--- src/rtl/operand_forward_ctrl.sv ---
// Operand-fetch control stage: registers decoded operand fields, tracks in-flight
// destinations for forwarding selects, and stalls decode on load-use hazards.
module operand_forward_ctrl #(
  parameter int REG_W  = 5,
  parameter int DATA_W = 16
) (
  input  logic              clk,
  input  logic              rst,
  input  logic              valid_in,
  input  logic [REG_W-1:0]  RA_in,
  input  logic [REG_W-1:0]  RB_in,
  input  logic [REG_W-1:0]  RW_in,
  input  logic [DATA_W-1:0] imm_in,
  input  logic              imm_sel_in,
  input  logic              load_in,
  output logic              stall,
  output logic [REG_W-1:0]  RA,
  output logic [REG_W-1:0]  RB,
  output logic [DATA_W-1:0] imm,
  output logic              imm_sel,
  output logic [1:0]        mux_sel_A,
  output logic [1:0]        mux_sel_B,
  output logic [REG_W-1:0]  RW_dm
);

  logic [REG_W-1:0] rw_op, rw_ex, rw_dm, rw_wb;
  logic             load_op;
  logic             accept;
  logic [1:0]       sel_a_nxt, sel_b_nxt;

  // The chain advances one stage before the operands are consumed, so a match
  // on rw_op means the value will sit in EX (01), rw_ex in DM (10), rw_dm in WB (11).
  function automatic logic [1:0] fwd_sel(
    input logic [REG_W-1:0] src,
    input logic [REG_W-1:0] op,
    input logic [REG_W-1:0] ex,
    input logic [REG_W-1:0] dm
  );
    if (src == '0)      return 2'b00;
    else if (src == op) return 2'b01;
    else if (src == ex) return 2'b10;
    else if (src == dm) return 2'b11;
    else                return 2'b00;
  endfunction

  always_comb begin
    stall     = 1'b0;
    accept    = 1'b0;
    sel_a_nxt = 2'b00;
    sel_b_nxt = 2'b00;
    if (!rst && valid_in && load_op && (rw_op != '0) &&
        ((RA_in == rw_op) || (!imm_sel_in && (RB_in == rw_op))))
      stall = 1'b1;
    accept    = valid_in && !stall;
    sel_a_nxt = fwd_sel(RA_in, rw_op, rw_ex, rw_dm);
    if (!imm_sel_in)
      sel_b_nxt = fwd_sel(RB_in, rw_op, rw_ex, rw_dm);
  end

  always_ff @(posedge clk) begin
    if (rst) begin
      rw_op     <= '0;
      rw_ex     <= '0;
      rw_dm     <= '0;
      rw_wb     <= '0;
      load_op   <= 1'b0;
      RA        <= '0;
      RB        <= '0;
      imm       <= '0;
      imm_sel   <= 1'b1;
      mux_sel_A <= 2'b00;
      mux_sel_B <= 2'b00;
    end else begin
      rw_wb <= rw_dm;
      rw_dm <= rw_ex;
      rw_ex <= rw_op;
      if (accept) begin
        rw_op     <= RW_in;
        load_op   <= load_in;
        RA        <= RA_in;
        RB        <= RB_in;
        imm       <= imm_in;
        imm_sel   <= ~imm_sel_in;
        mux_sel_A <= sel_a_nxt;
        mux_sel_B <= sel_b_nxt;
      end else begin
        rw_op     <= '0;
        load_op   <= 1'b0;
        RA        <= '0;
        RB        <= '0;
        imm       <= '0;
        imm_sel   <= 1'b1;
        mux_sel_A <= 2'b00;
        mux_sel_B <= 2'b00;
      end
    end
  end

  assign RW_dm = rw_dm;

endmodule

--- config.mk ---
export PLATFORM = sky130hd
export DESIGN_NAME = operand_forward_ctrl
export DESIGN_NICKNAME = d
export VERILOG_FILES = /design/src/rtl/operand_forward_ctrl.sv
export SDC_FILE = /design/constraint.sdc
export NUM_CORES = 1
export LEC_CHECK = 0
export BUFFER_PORTS_ARGS = -buffer_cell sky130_fd_sc_hd__buf_2
export CAP_MARGIN = 15
export CORE_MARGIN = 4
export CORE_UTILIZATION = 30
export DETAILED_ROUTE_END_ITERATION = 7
export GPL_TIMING_DRIVEN = 0
export PLACE_DENSITY_LB_ADDON = 0.2
export SLEW_MARGIN = 0
export SYNTH_ARGS = -nofsm -noshare
export SYNTH_HDL_FRONTEND = slang
export SYNTH_SLANG_ARGS = --single-unit
--- constraint.sdc ---
create_clock -name clk -period 2.1 [get_ports clk]
set_input_delay 0 -clock clk [delete_from_list [all_inputs] [get_ports clk]]
set_output_delay 0 -clock clk [all_outputs]
set_load 0.03 [all_outputs]
# Word level (Yosys, flattened, before mapping)
# Index checks and enable logic that the tools add are counted.
[word_totals]
inputBits = 36
reg_bits = 47
output_inout_bits = 37
[op_classes]
bitwise_logic = 2
reduce_logical = 18
eq_ne = 6
muxes = 7
[ops]
columns = ["cell", "n"]
rows = [
  ["5-bit equality test", 6],
  ["5-bit zero test", 2],
  ["2-bit 2-to-1 mux", 4],
  ["4-bit OR reduction", 2],
  ["1-bit logical AND", 6],
  ["5-bit nonzero test", 1],
  ["5-bit OR reduction", 1],
  ["1-bit zero test", 3],
  ["1-bit 2-to-1 mux", 3],
  ["3-bit OR reduction", 1],
  ["1-bit inverter", 2],
  ["2-bit OR reduction", 1],
  ["1-bit logical OR", 1],
]

# Depth between registers and ports, before layout
# Gate-level depths: netlist of the first run.
[logic_depth]
word_depth = 10
depth_mapped = 7
ltp_nobuf = 5

# Least setup slack after synthesis of the first run
# Ideal clock, no wire load.
[synth_path]
kind = "reg-to-reg"
from = "reg rw_op[1]"
to = "reg imm_sel"
setup_ps = 127
setup_slack_ps = 478
path_stages_with_launch = 6
period_less_slack_ps = 1622
t_arrival_ps = 1494
path_cell_list = "dfxtp_1 -> or4_1 -> o21ai_1 -> a21oi_1 -> buf_6 -> or3b_1"
[synth_via]
elab_chain_cells = 9
elab_cells_between_ends = 12
cone_classes = "2 x eq/ne; 1 x mux; 1 x bitwise; 8 x reduce/logical"
[synth_rtl]
columns = ["item", "line", "source"]
rows = [
  ["start: declaration", "26", "logic [REG_W-1:0] rw_op, rw_ex, rw_dm, rw_wb;"],
  ["start signal: assignment", "78", "rw_op <= RW_in;"],
  ["5-bit equality test", "52", "((RA_in == rw_op) || (!imm_sel_in && (RB_in == rw_op))))"],
  ["1-bit logical AND", "52", ""],
  ["1-bit logical OR", "52", ""],
  ["1-bit logical AND (*)", "51", "if (!rst && valid_in && load_op && (rw_op != '0) &&"],
  ["1-bit 2-to-1 mux (*)", "51", ""],
  ["1-bit zero test (*)", "54", "accept = valid_in && !stall;"],
  ["1-bit logical AND (*)", "54", ""],
  ["1-bit inverter (no source line) (*)", "-", ""],
  ["2-bit OR reduction (no source line) (*)", "-", ""],
  ["end signal: assignment", "83", "imm_sel <= ~imm_sel_in;"],
  ["end: declaration", "20", "output logic imm_sel,"],
]
# Every way passes the cells marked *; elsewhere a longest branch is shown, timed or not.
# A chain may end at the register's enable or synchronous reset.

# Final worst setup path of the first run
[layout_path]
from = "reg rw_op[3]"
to = "out stall"
[layout_via]
elab_chain_cells = 5
elab_cells_between_ends = 8
cone_classes = "2 x eq/ne; 1 x mux; 5 x reduce/logical"
[layout_rtl]
columns = ["item", "line", "source"]
rows = [
  ["5-bit equality test", "52", ""],
  ["1-bit logical AND", "52", ""],
  ["1-bit logical OR", "52", ""],
  ["1-bit logical AND (*)", "51", ""],
  ["1-bit 2-to-1 mux (*)", "51", ""],
  ["end: declaration", "16", "output logic stall,"],
]
# Marks and branches as above.

==> results of run 1 <==
-- Yosys cell counts (all sizes together) (2+ instances only) --
master / number
dfxtp: 47
nor3b: 33
xor2: 21
nor2b: 11
xnor2: 9
nor3: 8
clkbuf: 6
nand3: 4
buf: 3
nor2: 3
or4: 3
a21oi: 2
nand2: 2
nand2b: 2
nor4: 2
o21ai: 2
-- metal layers --
metal	vias up	wire length (um)
met5	-	0
met4	0	18
met3	3	315
met2	58	2030
met1	663	2070
li1	751	-
-- worst max-delay path, stage by stage (launching register included) --
cell and delay (ns):
dfxtp_1 0.35, xor2_1 0.17, nor3_1 0.21, nand3_1 0.18
a21oi_2 0.20, buf_6 0.16, nor2b_1 0.12, buf_2 0.21
-- cells by family (layout without fill, tap and decap cells) --
| logic type | after synthesis | after routing | synth area share [%] |
|---|---|---|---|
| compound gates | 6 | 6 | 2.12 |
| xor+xnor | 30 | 30 | 14.8 |
| buf+inv | 9 | 112 | 3.17 |
| flops | 47 | 47 | 53.0 |
| simple gates | 71 | 71 | 26.9 |
-- worst max path at each step --
| stage | slack (ns) | start | cells past startpoint | to |
|---|---|---|---|---|
| after floorplan | 0.48 | rw_op[1]$_SDFF_PP0_ | 5 | imm_sel$_SDFF_PP1_ |
| after detailed placement | 0.31 | rw_op[3]$_SDFF_PP0_ | 6 | mux_sel_B[0]$_SDFF_PP0_ |
| after global placement | 0.32 | rw_op[3]$_SDFF_PP0_ | 6 | mux_sel_B[0]$_SDFF_PP0_ |
| final | 0.20 | rw_op[3]$_SDFF_PP0_ | 7 | stall |
| after global routing | 0.04 | rw_op[3]$_SDFF_PP0_ | 7 | stall |
| after CTS | 0.12 | rw_op[3]$_SDFF_PP0_ | 7 | stall |
-- power by group through the flow --
stage / Clock [uW] / Sequential [uW] / Combinational (uW)
5_1_grt: 766 / 939 / 268
6_report: 699 / 935 / 247
3_3_place_gp: 0 / 956 / 213
4_1_cts: 722 / 935 / 248
3_5_place_dp: 0 / 956 / 215
2_1_floorplan: 0 / 1000 / 81.2
-- timing repair --
| item | CTS | global route |
|---|---|---|
| gates resized for setup | 0 | 1 |
| hold endpoints to repair | 23 | 0 |
| hold buffers | 23 | 0 |
| setup endpoints to repair | 0 | 1 |
-- state kept, by name, indices dropped and copies added (netlist names) --
| signal | count |
|---|---|
| rw_ex | 5 |
| mux_sel_A | 2 |
| imm | 16 |
| rw_op | 5 |
| load_op | 1 |
| RA | 5 |
| imm_sel | 1 |
| RB | 5 |
| mux_sel_B | 2 |
| RW_dm | 5 |
-- area by class of cell --
class | count | share of cell area, %
Buffer | 9 | 2.18
Clock buffer | 6 | 3.20
Clock inverter | 2 | 1.50
Multi-Input combinational cell | 107 | 30.3
Sequential cell | 47 | 36.5
Tap cell | 72 | 3.49
Timing Repair Buffer | 95 | 22.9
-- stage by stage --
step / cell area (um^2) / total power (uW) / util (%) / hold WS (ns) / instances
6_report: 2580 / 1880 / 46.0 / 0.0203 / 338
5_1_grt: 2580 / 1970 / 46.0 / 0.0169 / 338
4_1_cts: 2580 / 1900 / 45.9 / 0.0167 / 338
3_5_place_dp: 2220 / 1170 / 39.7 / 0.246 / 307
3_3_place_gp: 2220 / 1170 / 39.7 / 0.240 / 307
2_1_floorplan: 1770 / 1080 / - / 0.157 / 163
==> impl_metrics.csv, run 1 <==
group,metric,value,unit
yosys,synth_cell_types,23,
sta,tightest_slew,0.476,ns
power,clkPwrFrac,37.2,%
global_route,grt.met2_usage,20.8,%
global_route,met3_usage,3.11,%
sta,hold_violations,0,
floorplan,ios,73,
power,p_sw,452,uW
clock_tree,cts_tree,"done",
floorplan,die_y,84.9,um
global_route,gr-total-overflow,0,
yosys,syn_nets,199,
sta,slew_violations,0,
critical_path,rr_worst_depth,6,
floorplan,num_rows,27,
critical_path,end_kind,"output pin",
yosys,synth-seq-cells,47,
power,p_leak,0.00115,uW
yosys,netlist_area,1770,um^2
finish,fin_nets,301,
sta,period_share,90.7,%
critical_path,path_class,"reg2out",
global_route,grt.total_usage,12.6,%
floorplan,die_w,84.9,um
placed_design,io_buffers,72,
sta,fmax,525,MHz
sta,clock_skew,0.00668,ns
sta,finalSetupTns,0,ns
critical_path,rrSetupSlack,0.37,ns
clock_tree,cts_sinks,47,
clock_tree,cts-root-buf,"clkbuf_8",
sta,rsz0062_at_grt,"no",
clock_tree,cts_setup_buffers,0,
yosys,synth_top_area_share,53.0,%
global_route,grt_max_degree,16,
yosys,avgSynthCellArea,10.9,um^2
critical_path,r2r-end,"mux_sel_B[0]$_SDFF_PP0_",
detailed_routing,initialDrtViolationCount,27,
critical_path,critPathRequiredTime,2.10,ns
yosys,synth_top_cell_by_area,"dfxtp_1",
finish,nFillCells,580,
detailed_routing,drtPass1Iterations,4,
finish,mostFrequentLayoutCells,"buf_2 (72), dfxtp_1 (47), nor3b_1 (31)",
detailed_routing,wl_per_cell,13.1,um
sta,setup_slack,0.195,ns
yosys,netlist_top_cells_area,"dfxtp_1 (53%), nor3b_1 (13%), xor2_1 (10%)",
finish,synthToLayoutAreaGrowth,45.4,%
yosys,postSynth.asyncResetShare,0,%
clock_tree,clkLatencyLatePin,0.30,ns
finish,drive_above_1_share,32.7,%
finish,diodes,0,
finish,final_common_cell,"buf_2",
clock_tree,clk_pin_slew,0.09,ns
detailed_routing,drt-total-wl,4440,um
critical_path,cp_data_arrival_time,1.90,ns
power,p_int,1430,uW
floorplan,core,5610,um^2
run,cap_violations,0,
clock_tree,cts_made_buffers,5,
detailed_routing,drc,0,
run_status,status,"finished clean",
yosys,synth_flop_cell,"dfxtp_1",
placed_design,routabilityCongestion,0.755,
global_route,grt_pass1_wl,7310,um
yosys,yosysSeqAreaShare,53.0,%
global_route,antenna_found_initial,0,
power,p_comb_share,13.1,%
power,vdd.ir_drop.worst,459,uV
critical_path,timing.rr.start,"rw_op[3]$_SDFF_PP0_",
power,power_per_cell_area,729,nW/um^2
global_route,gr-max-usage-layer,"met2",
yosys,synthCells,163,
critical_path,critPathLaunchType,"register",
placed_design,hpwl,3220,um
floorplan,initial_core_util,31.6,%
detailed_routing,vias,1475,
hold_path,hold_class,"in2reg",
global_route,grt_pass1_vias,1537,
power,seqPwrFrac,49.7,%
yosys,yosys_warnings,0,
placed_design,place_ws,0.311,ns
power,swShare,24.0,%
yosys,synth_edf_count,0,
hold_path,hold_path_depth,2,
hold_path,hold_end,"RB[0]$_SDFF_PP0_",
global_route,grt_use_met1,16.5,%
critical_path,crit_fanout,10,
clock_tree,clock_path_buffers,2,
finish,multi_input_area,781,um^2
finish,final-seq-area,941,um^2
sta,period_minus_slack,1.90,ns
hold_path,hp-start,"RB_in[0]",
detailed_routing,detail-route-antenna-nets,0,
sta,setup_viol,0,
sta,relSlewSlack,68.3,%
clock_tree,htreeDepth,2,
floorplan,dieArea,7210,um^2
detailed_routing,routed_via_density,4.36,
No activity file was read; power rests on OpenSTA's default activity.
==> inputs of run 2 (changes only) <==
- ABC_AREA: unset -> 1
==> impl_metrics.csv, run 2 <==
group,metric,value,unit
finish,fin_nets,379,
detailed_routing,drc,0,
sta,fmax,637,MHz
yosys,synth_top_area_share,50.3,%
floorplan,dieArea,7570,um^2
finish,nFillCells,598,
detailed_routing,wl_per_cell,10.7,um
finish,diodes,0,
critical_path,rr_worst_depth,10,
yosys,netlist_area,1870,um^2
yosys,synth_top_cell_by_area,"dfxtp_1",
sta,tightest_slew,0.480,ns
hold_path,hold_path_depth,3,
sta,setup_viol,0,
critical_path,crit_chain,"inv_1 -> nand2_1 -> nand2_1 -> nor2_1 -> nand4_1 -> nand2_2 -> nand2_4 -> inv_1 -> buf_2",
sta,relSlewSlack,68.0,%
critical_path,crit_start,"rw_op[3]$_SDFF_PP0_",
global_route,antenna_found_initial,0,
power,clkPwrFrac,30.6,%
finish,drive_above_1_share,29.7,%
clock_tree,htreeDepth,2,
critical_path,path_class,"reg2out",
yosys,postSynth.asyncResetShare,0,%
critical_path,rrSetupSlack,0.66,ns
critical_path,crit_fanout,5,
floorplan,die_w,87.0,um
sta,hold_violations,0,
power,vdd.ir_drop.worst,253,uV
global_route,grt_pass1_wl,7290,um
power,p_comb_share,16.3,%
power,power_per_cell_area,648,nW/um^2
yosys,synthCells,235,
power,seqPwrFrac,53.1,%
global_route,grt_max_degree,15,
run_status,status,"finished clean",
sta,clock_skew,0.00449,ns
critical_path,critPathRequiredTime,2.10,ns
yosys,synth_cell_types,24,
power,swShare,27.0,%
sta,rsz0062_at_grt,"no",
clock_tree,clk_pin_slew,0.09,ns
critical_path,cp_data_arrival_time,1.57,ns
global_route,grt.total_usage,12.6,%
sta,period_share,74.7,%
yosys,yosysSeqAreaShare,50.3,%
finish,final_common_cell,"buf_2",
hold_path,hp-start,"rst",
detailed_routing,drt-total-wl,4480,um
critical_path,worst_path_max_delay_cell,"dfxtp_1",
floorplan,die_y,87.0,um
yosys,yosys_warnings,0,
sta,period_minus_slack,1.57,ns
placed_design,io_buffers,70,
clock_tree,cts_tree,"done",
clock_tree,clock_path_buffers,2,
clock_tree,cts_made_buffers,5,
critical_path,timing.rr.start,"rw_op[3]$_SDFF_PP0_",
finish,final_cells,419,
yosys,synth_edf_count,0,
global_route,grt_pass1_vias,1608,
floorplan,ios,73,
clock_tree,cts_sinks,47,
power,p_leak,0.00145,uW
yosys,synth.most_common_cell,"dfxtp_1",
critical_path,cpPeakStageDelay,0.39,ns
clock_tree,cts-root-buf,"clkbuf_8",
critical_path,end_kind,"output pin",
floorplan,core,5990,um^2
floorplan,initial_core_util,31.2,%
clock_tree,clkLatencyLatePin,0.30,ns
power,p_int,1280,uW
yosys,synth_flop_cell,"dfxtp_1",
sta,slew_violations,0,
finish,mostFrequentLayoutCells,"buf_2 (71), dfxtp_1 (47), inv_1 (45), nor2_1 (45), dlygate4sd3_1 (31)",
placed_design,dp_cells,380,
hold_path,hold_class,"in2reg",
detailed_routing,initialDrtViolationCount,36,
yosys,netlist_top_cells_area,"dfxtp_1 (50%), inv_1 (9.0%), nor2_1 (9.0%)",
detailed_routing,routed_via_density,4.03,
sta,finalSetupTns,0,ns
global_route,gr-total-overflow,0,
detailed_routing,drtPass1Iterations,4,
placed_design,hpwl,3420,um
detailed_routing,vias,1687,
detailed_routing,detail-route-antenna-nets,0,
yosys,synth-seq-cells,47,
finish,regMostFlops,"imm",
floorplan,num_rows,28,
yosys,avgSynthCellArea,7.97,um^2
yosys,syn_nets,271,
run,cap_violations,0,
finish,synthToLayoutAreaGrowth,44.9,%
power,p_sw,475,uW
critical_path,critPathLaunchType,"register",
yosys,synth_common_cells,"dfxtp_1 (47), inv_1 (45), nor2_1 (45), nand2_1 (30)",
finish,largest_register_ffs,16,
placed_design,routabilityCongestion,0.799,
[run 2: metal layers]
| layer | vias to the layer above | global-route usage, % | wire length, um | part of all wire, % |
|---|---|---|---|---|
| li1 | 895 | - | - | - |
| met1 | 748 | 15.0 | 1950 | 44 |
| met2 | 36 | 21.2 | 2190 | 49 |
| met3 | 8 | 3.78 | 264 | 5.9 |
| met4 | 0 | 5.10 | 75 | 1.7 |
| met5 | - | 0 | 0 | 0 |
[run 2: stage by stage]
stage               total power, uW  utilization [%]  setup slack [ns]  area, um^2  hold slack [ns]
finish                         1760             45.3             0.531        2710           0.0161
global route                   1860             45.3             0.301        2710           0.0274
floorplan                      1110                -             0.854        1870           0.0842
detailed placement             1200             38.7             0.666        2320            0.202
CTS                            1790             45.3             0.512        2710           0.0158
global placement               1200             38.7             0.690        2320            0.206
[run 2: path summary, 6_finish.rpt]
kind	to
worst max-delay path	stall
worst min-delay path	imm_sel$_SDFF_PP1_
worst max register to register	imm[14]$_SDFF_PP0_
worst min register to register	RW_dm[4]$_SDFF_PP0_
[run 2: timing repair]
action,CTS,global route
hold buffers,31,0
endpoints found under the hold margin,31,0
resized for setup,0,0
buffers inserted,0,0
[run 2: power groups by stage]
stage	sequential (uW)	clock, uW	combinational (uW)
finish	933	539	286
global route	938	607	318
CTS	934	569	290
detailed placement	955	0	244
global placement	954	0	242
floorplan	1000	0	110
[run 2: critical path, delay by kind of cell, from the launching register on]
kind                   cells  cell delay [ns]
buffers and inverters      3             0.31
DFF                        1             0.39
and+or+nand+nor            6             0.57
[run 2: logic make-up (layout without fill, tap and decap cells)]
logic type | Yosys count | in the layout | synth area share [%]
and+or+nand+nor | 108 | 108 | 25.9
buffers and inverters | 55 | 164 | 13.2
DFF | 47 | 47 | 50.3
xor gates and xnor gates | 18 | 18 | 8.42
AOI/OAI and AO/OA | 7 | 7 | 2.21
[run 2: final cells by class]
cell class / count / area (um^2) / share of cell area [%]
well taps: 75 / 93.8 / 3.46
clock inverters: 2 / 12.5 / 0.461
flip-flops and latches: 47 / 941 / 34.7
plain buffers: 6 / 62.6 / 2.31
clock buffers: 6 / 72.6 / 2.68
repair buffers: 101 / 661 / 24.4
multi-input cells: 133 / 684 / 25.2
inverters: 49 / 184 / 6.78
